File: src/rtl/bcd_pkg.sv
// rtl/bcd_pkg.sv - shared constants, state type and digit check for the BCD converter
package bcd_pkg;

  localparam int         BCD_DIGIT_W    = 4;
  localparam logic [3:0] BCD_ADJ_THRESH = 4'd5;
  localparam logic [3:0] BCD_ADJ_ADD    = 4'd3;

  typedef enum logic [1:0] {
    IDLE  = 2'd0,
    SHIFT = 2'd1,
    DONE  = 2'd2
  } bcd_state_t;

  function automatic logic bcd_digit_valid(input logic [BCD_DIGIT_W-1:0] d);
    return d <= 4'd9;
  endfunction

endpackage

File: src/rtl/bcd_digit_adjust.sv
// rtl/bcd_digit_adjust.sv - double-dabble corrector: adds 3 to a digit of 5 or more
module bcd_digit_adjust
  import bcd_pkg::*;
(
  input  logic [BCD_DIGIT_W-1:0] d,
  output logic [BCD_DIGIT_W-1:0] q
);

  assign q = (d >= BCD_ADJ_THRESH) ? d + BCD_ADJ_ADD : d;

endmodule

File: src/rtl/bcd_convert_seq.sv
// rtl/bcd_convert_seq.sv - sequential binary to packed BCD converter; BCD_CONVERT_BLANK_EN adds blank output
module bcd_convert_seq
  import bcd_pkg::*;
#(
  parameter int BIN_W  = 16,
  parameter int DIGITS = 5
) (
  input  logic                          clk,
  input  logic                          rst,
  input  logic                          start,
  input  logic [BIN_W-1:0]              bin_in,
  output logic                          ready,
  output logic                          busy,
  output logic                          done,
  output logic [BCD_DIGIT_W*DIGITS-1:0] bcd_out,
`ifdef BCD_CONVERT_BLANK_EN
  output logic [DIGITS-1:0]             blank,
`endif
  output logic                          digit_err
);

  localparam int SCR_W = BCD_DIGIT_W * DIGITS;
  localparam int CNT_W = (BIN_W > 1) ? $clog2(BIN_W) : 1;
  localparam logic [CNT_W-1:0] CNT_LAST = CNT_W'(BIN_W - 1);

  function automatic longint pow10(input int n);
    longint r = 1;
    for (int i = 0; i < n; i++) r = r * 10;
    return r;
  endfunction

  if (pow10(DIGITS) < (longint'(1) << BIN_W)) begin : g_param_check
    $error("bcd_convert_seq: DIGITS cannot represent every BIN_W-bit value");
  end

  bcd_state_t          state;
  logic [BIN_W-1:0]    bin_sr;
  logic [SCR_W-1:0]    scratch;
  logic [CNT_W-1:0]    cnt;
  logic [SCR_W-1:0]    adj;
  logic [SCR_W+BIN_W-1:0] shifted;
  logic [SCR_W-1:0]    scratch_sh;
  logic [BIN_W-1:0]    bin_sh;

  for (genvar g = 0; g < DIGITS; g++) begin : g_adj
    bcd_digit_adjust u_adj (
      .d (scratch[BCD_DIGIT_W*g +: BCD_DIGIT_W]),
      .q (adj[BCD_DIGIT_W*g +: BCD_DIGIT_W])
    );
  end

  // Corrected digits shift as one word with the binary remainder; the MSB of
  // the scratch falls off, which the parameter check guarantees is always 0.
  assign shifted    = {adj, bin_sr} << 1;
  assign scratch_sh = shifted[SCR_W+BIN_W-1:BIN_W];
  assign bin_sh     = shifted[BIN_W-1:0];

`ifdef BCD_CONVERT_BLANK_EN
  logic [DIGITS-1:0] blank_nx;

  always_comb begin
    blank_nx = '0;
    blank_nx[DIGITS-1] = (DIGITS > 1) && (scratch_sh[SCR_W-1 -: BCD_DIGIT_W] == '0);
    for (int i = DIGITS - 2; i >= 1; i--)
      blank_nx[i] = blank_nx[i+1] && (scratch_sh[BCD_DIGIT_W*i +: BCD_DIGIT_W] == '0);
  end
`endif

  always_ff @(posedge clk) begin
    if (rst) begin
      state   <= IDLE;
      bin_sr  <= '0;
      scratch <= '0;
      cnt     <= '0;
      bcd_out <= '0;
      done    <= 1'b0;
      busy    <= 1'b0;
      ready   <= 1'b1;
`ifdef BCD_CONVERT_BLANK_EN
      blank   <= {{(DIGITS-1){1'b1}}, 1'b0};
`endif
    end else begin
      case (state)
        IDLE, DONE: begin
          done <= 1'b0;
          if (start) begin
            bin_sr  <= bin_in;
            scratch <= '0;
            cnt     <= '0;
            state   <= SHIFT;
            busy    <= 1'b1;
            ready   <= 1'b0;
          end else begin
            state   <= IDLE;
            busy    <= 1'b0;
            ready   <= 1'b1;
          end
        end
        SHIFT: begin
          bin_sr  <= bin_sh;
          scratch <= scratch_sh;
          cnt     <= cnt + 1'b1;
          if (cnt == CNT_LAST) begin
            bcd_out <= scratch_sh;
`ifdef BCD_CONVERT_BLANK_EN
            blank   <= blank_nx;
`endif
            state   <= DONE;
            done    <= 1'b1;
            busy    <= 1'b0;
            ready   <= 1'b1;
          end
        end
        default: begin
          state <= IDLE;
          done  <= 1'b0;
          busy  <= 1'b0;
          ready <= 1'b1;
        end
      endcase
    end
  end

  always_comb begin
    digit_err = 1'b0;
    for (int i = 0; i < DIGITS; i++)
      if (!bcd_digit_valid(bcd_out[BCD_DIGIT_W*i +: BCD_DIGIT_W])) digit_err = 1'b1;
  end

endmodule

File: config.mk
export PLATFORM = sky130hd
export DESIGN_NAME = bcd_convert_seq
export DESIGN_NICKNAME = d
export VERILOG_FILES = /design/src/rtl/bcd_pkg.sv /design/src/rtl/bcd_digit_adjust.sv /design/src/rtl/bcd_convert_seq.sv
export SDC_FILE = /design/constraint.sdc
export NUM_CORES = 1
export LEC_CHECK = 0
export ABC_CLOCK_PERIOD_IN_PS = 2500
export BUFFER_PORTS_ARGS = -buffer_cell sky130_fd_sc_hd__buf_4
export CORE_MARGIN = 3
export CORE_UTILIZATION = 45
export DETAILED_ROUTE_END_ITERATION = 8
export GPL_TIMING_DRIVEN = 0
export PLACE_DENSITY = 0.63
export SKIP_LAST_GASP = 1
export SYNTH_ARGS = -nofsm -noshare
export SYNTH_HDL_FRONTEND = slang
export SYNTH_SLANG_ARGS = --single-unit
File: constraint.sdc
create_clock -name clk -period 2.5 [get_ports clk]
set_input_delay 0.25 -clock clk [delete_from_list [all_inputs] [get_ports clk]]
set_output_delay 0.25 -clock clk [all_outputs]
set_load 0.01 [all_outputs]
Word level (Yosys, flattened, before mapping)
Index checks and enable logic that the tools add are counted.
- flip-flop bits (word level): 65
- logic and storage cells: 61
- output and inout port bits: 24
- input port bits: 19
- $add $sub $neg: 6
- order comparisons: 10
- equality and inequality tests: 5
- reduce and logical (&&, ||, !) cells: 6
- bitwise logic cells: 1
- multiplexer cells: 25
- operator list (operator ; count):
    $pmux W20 S2 ; 1
    $pmux W16 S2 ; 1
    $ge A4 B3 Y1 const B ; 5
    $le A4 B4 Y1 const B ; 5
    $mux W20 ; 1
    $mux W4 ; 5
    $add A4 B2 Y4 const B ; 4
    $mux W16 ; 1
    $mux W1 ; 10
    $pmux W4 S2 ; 1
    $add A4 B1 Y4 const B ; 1
    $eq A4 B4 Y1 const B ; 1
    $ne A2 B2 Y1 const B ; 2
    $pmux W1 S2 ; 2
    $pmux W2 S2 ; 1
    $reduce_and A2 Y1 ; 2
    $reduce_or A2 Y1 ; 2
    $add A3 B2 Y3 const B ; 1
    $mux W3 ; 1
    $eq A2 B1 Y1 const B ; 1
    $eq A2 B2 Y1 const B ; 1
    $logic_not A2 Y1 ; 1
    $mux W2 ; 1
    $reduce_bool A2 Y1 ; 1
    $not A1 Y1 ; 1

Longest topological paths before layout
- depth in word-level cells: 6
- mapped depth: 6
- depth with buffers taken out: 6

By module
Synthesis repeated with hierarchy kept, for this count alone.
- cell total of the unflattened synthesis: 354
- area, all modules: 3022.9 µm²
- modules (own cells, without submodules) (module ; seq. area each (µm²) ; area each (µm²) ; cells an instance ; instances):
    bcd_convert_seq ; 1301.2 ; 2516.2 ; 274 ; 1
    bcd_digit_adjust ; 0.0 ; 101.3 ; 16 ; 5

Worst setup path after synthesis
OpenSTA, ideal clock, no wires.
- path type: register to register
- from: register scratch[16]
- to: register scratch[18]
- arrival time: 1352 ps
- path slack: 1074 ps
- setup time: 74 ps
- cell stages (with the launch flop): 7
- period minus slack after synthesis: 1426 ps
- path buffers: 0
- cell sequence: dfxtp_1 inv_1 ha_1 nand2b_1 a21oi_1 mux2_2 o21ai_0
- longest elaborated chain between the ends: 3
- elaborated cells between the ends (all ways): 4
- those cells by class: add/sub: 1; order compare: 1; mux: 2
- RTL lines (what ; RTL line ; RTL):
    start: declaration ; bcd_convert_seq.sv:38 ; logic [SCR_W-1:0] scratch;
    start signal: assignment ; bcd_convert_seq.sv:101 ; scratch <= scratch_sh;
    $ge A4 B3 Y1 / $add A3 B2 Y3 (equally long branches) ; bcd_digit_adjust.sv:9 ; assign q = (d >= BCD_ADJ_THRESH) ? d + BCD_ADJ_ADD : d;
    $mux W3 * ; bcd_digit_adjust.sv:9 ;
    $pmux W20 S2 * ; bcd_convert_seq.sv:83 ; case (state)
Every way passes the cells marked *; elsewhere a longest branch is shown, timed or not.
A chain may end at the register's enable or synchronous reset.

Worst setup path after layout
- from: register cnt[0]
- to: register bcd_out[3]
- longest elaborated chain between the ends: 2
- RTL lines (what ; RTL line ; RTL):
    start: declaration ; bcd_convert_seq.sv:39 ; logic [CNT_W-1:0] cnt;
    start signal: assignment ; bcd_convert_seq.sv:102 ; cnt <= cnt + 1'b1;
    $eq A4 B4 Y1 ; bcd_convert_seq.sv:103 ; if (cnt == CNT_LAST) begin
    $reduce_and A2 Y1 (no source line) ; n/a ;
    end signal: assignment ; bcd_convert_seq.sv:104 ; bcd_out <= scratch_sh;
    end: declaration ; bcd_convert_seq.sv:15 ; output logic [BCD_DIGIT_W*DIGITS-1:0] bcd_out,
No other way between the ends.

==> metrics.md <==
| Metric | Value |
|---|---|
| Status | `finished, final reports clean` |
| Initial Utilization | `47.1%` |
| Pre-CTS WS | `between 0.8 and 0.9 ns` |
| Hold_ws | `0.130 ns` |
| Reg clk slew, reported paths | `0.07 ns` |
| Min-delay src | `bin_in[0]` |
| WS Path Type | `reg -> reg` |
| Startpoint types | `register` |
| Post-CTS setup buffer count | `0` |
| Total clock sinks | `65` |
| Fin. max-slew vios | `0` |
| Clock Latency Late Sink | `0.34 ns` |
| Share of post-route cells with drive strength above 1 | `20.5%` |
| # hold bufs at CTS | `0` |
| Gpl congestion | `0.801` |
| CTS Buffer Depth | `2` |
| Drt pass-1 iters | `4` |
| Rows | `28` |
| Post-cts sizing count | `0` |
| Die Span X | `85.1 µm` |
| Final hold violation count | `0` |
| PortBufs | `42` |
| DRT antenna net count | `0` |
| Area Overhead vs Synth | `21.2%` |
| Worst Max-Slew Pin Slew | `approximately 0.56 ns` |
| Post-synthesis cell area | `2820 µm²` |
| GRT overflow | `0` |
| RSZ-0062 raised after global routing | `false` |
| Max frequency | `just over 600 MHz` |
| Die Y | `approximately 85 µm` |
| Internal power | `1.62 mW` |
| Post-DP HPWL | `4.74 mm` |
| Final setup vio count | `0` |
| Ant. Diodes | `0` |
| Most numerous cell in the Yosys netlist | `dfxtp_1` |
| WL/cell | `approximately 15 µm` |
| Synth cell types | `39` |
| Sequential Power Share | `50.7%` |
| Yosys warns | `0` |
| Fillcell total | `between 500 and 600` |
| Post-synth EDFFs | `0` |
| Asr flop ratio synth | `0%` |
| Initial antenna violation count | `0` |
| Cells on worst reg2reg path | `6` |
| Tot Pwr | `about 2.1 mW` |
| Cells on Worst Hold Path | `2` |
| Worst hold path type | `in -> reg` |
| Synth top area share | `around 46%` |
| Max IR drop VDD | `between 0.3 and 0.4 mV` |
| Crit path max fanout | `10` |
| Number of max-cap violations | `0` |
| PwrDens | `624 nW/µm²` |
| CP endpoint kind | `register` |
| H-tree depth | `3` |
| Via count | `approximately 2400` |
| Clock Skews | `a little under 0.006 ns` |
| Leak | `1.47 nW` |
| Sequential area share after synthesis | `46.2%` |
| Crit. Startpoint | `cnt[0]$_SDFFE_PP0P_` |
| GRT Total Usage | `19.7%` |
| Num CTS Buffers | `9` |
| Fin util | `57.0%` |
| Die area | `7250 µm²` |
| Final worst slack | `between 0.8 and 0.9 ns` |
| Core area | `5990 µm²` |
| Crit share post-route | `65.9%` |
| Nets | `around 400` |
| Switching Share | `24.0%` |
| Clock share of power | `41.1%` |
| Via density | `about 5.4` |
| Reg2Reg Launch Point | `cnt[0]$_SDFFE_PP0P_` |
| Clock root cell | `clkbuf_8` |
| Io pins | `43` |
| Max_slew headroom | `62.6%` |
| Drt drc | `0` |
| Initial drt markers | `80` |
| Commonest cells post-synth | `dfxtp_1, nand2_1, a21oi_1, o21ai_0, nor2_1` |
| Main flop type after synthesis | `dfxtp_1` |
| Number of global-route vias before repair | `2267` |
| Synth area leaders | `dfxtp_1, ha_1, nand2_1, a21oi_1, a22oi_1` |
| Critical path arrival | `1.86 ns` |
| Combinational power share | `approximately 8.2%` |
| Leading area contributor after synthesis | `dfxtp_1` |
| Largest net degree at the start of global routing | `11` |
| Syn Area/Cell | `9.01 µm²` |
| Net count after synthesis | `343` |
| Worst path required time | `2.71 ns` |
| Minimum clock period | `roughly 1.6 ns` |
| TritonCTS clock tree | `yes` |
| Switching Power | `0.512 mW` |
| Final wirelength | `6.67 mm` |
| Yosys reg bits | `65` |
| Synth Instances | `around 310` |
| First-pass GRT wire length | `11.2 mm` |
| Sum Neg Setup Slack | `0 ns` |
## critical path: stages (launching register included)
cell	delay [ns]
dfxtp_1	0.38
ha_1	0.22
and3_1	0.24
nand2_2	0.11
buf_2	0.21
a211oi_1	0.29
nor3_1	0.07
## cells in the final DEF, fill, tap and decap left out, types with 11 or more instances in the layout
cell type   n
and3_1     11
a21oi_1    23
o21ai_0    18
a21o_1     12
a22o_1     11
buf_4      44
dfxtp_1    65
nand2_1    34
a22oi_1    15
ha_1       11
nor2_1     17
## registers in the layout (all words and copies together) (netlist names)
register and cells:
ready 1, bcd_out 20, done 1, state 2, cnt 4, bin_sr 16, scratch 20, busy 1
## worst paths after layout
| path | slack [ns] | to |
|---|---|---|
| min | 0.13 | bin_sr[0]$_SDFFE_PP0P_ |
| min reg2reg | 0.46 | bin_sr[1]$_SDFFE_PP0P_ |
| max | 0.85 | bcd_out[3]$_SDFFE_PP0P_ |
| max reg2reg | 0.85 | bcd_out[3]$_SDFFE_PP0P_ |
## stage by stage
| stage | cells | cell area [µm²] |
|---|---|---|
| 4_1_cts | 446 | 3420 |
| 3_5_place_dp | 430 | 3230 |
| 2_1_floorplan | 313 | 2820 |
| 5_1_grt | 446 | 3420 |
| 6_report | 446 | 3420 |
| 3_3_place_gp | 430 | 3230 |
## layer usage
layer	track usage (%)	wire length, µm	up-vias
met5	0	0	-
met4	6.47	77	0
met3	6.21	235	6
met2	29.8	3060	39
met1	26.8	3300	1153
li1	-	-	1225
## area by class of cell
cell class	count	area, µm²	share of cell area [%]
sequential	65	1300	38.1
multi-input combinational	221	1390	40.7
clock inverter	3	40.0	1.17
clock buffer	13	149	4.36
timing repair buffer	42	315	9.23
buffer	15	81.3	2.38
tap	75	93.8	2.75
inverter	12	45.0	1.32
## power groups by stage
stage | Sequential (mW) | Clock (mW) | Combinational [mW]
after CTS | 1.08 | 0.902 | 0.177
after global routing | 1.08 | 0.954 | 0.196
after detailed placement | 1.10 | 0 | 0.177
after floorplan | 1.10 | 0 | 0.111
final | 1.08 | 0.876 | 0.176
after global placement | 1.10 | 0 | 0.174
## logic make-up after synthesis
family	after synthesis	share of synthesized area (%)
adders and majority gates	11	4.88
DFF	65	46.2
and+or+nand+nor	103	18.7
xor gates and xnor gates	5	1.55
buffers and inverters	27	4.48
AOI/OAI and AO/OA	97	22.4
muxes	5	1.82
No activity file was read; power rests on OpenSTA's default activity.
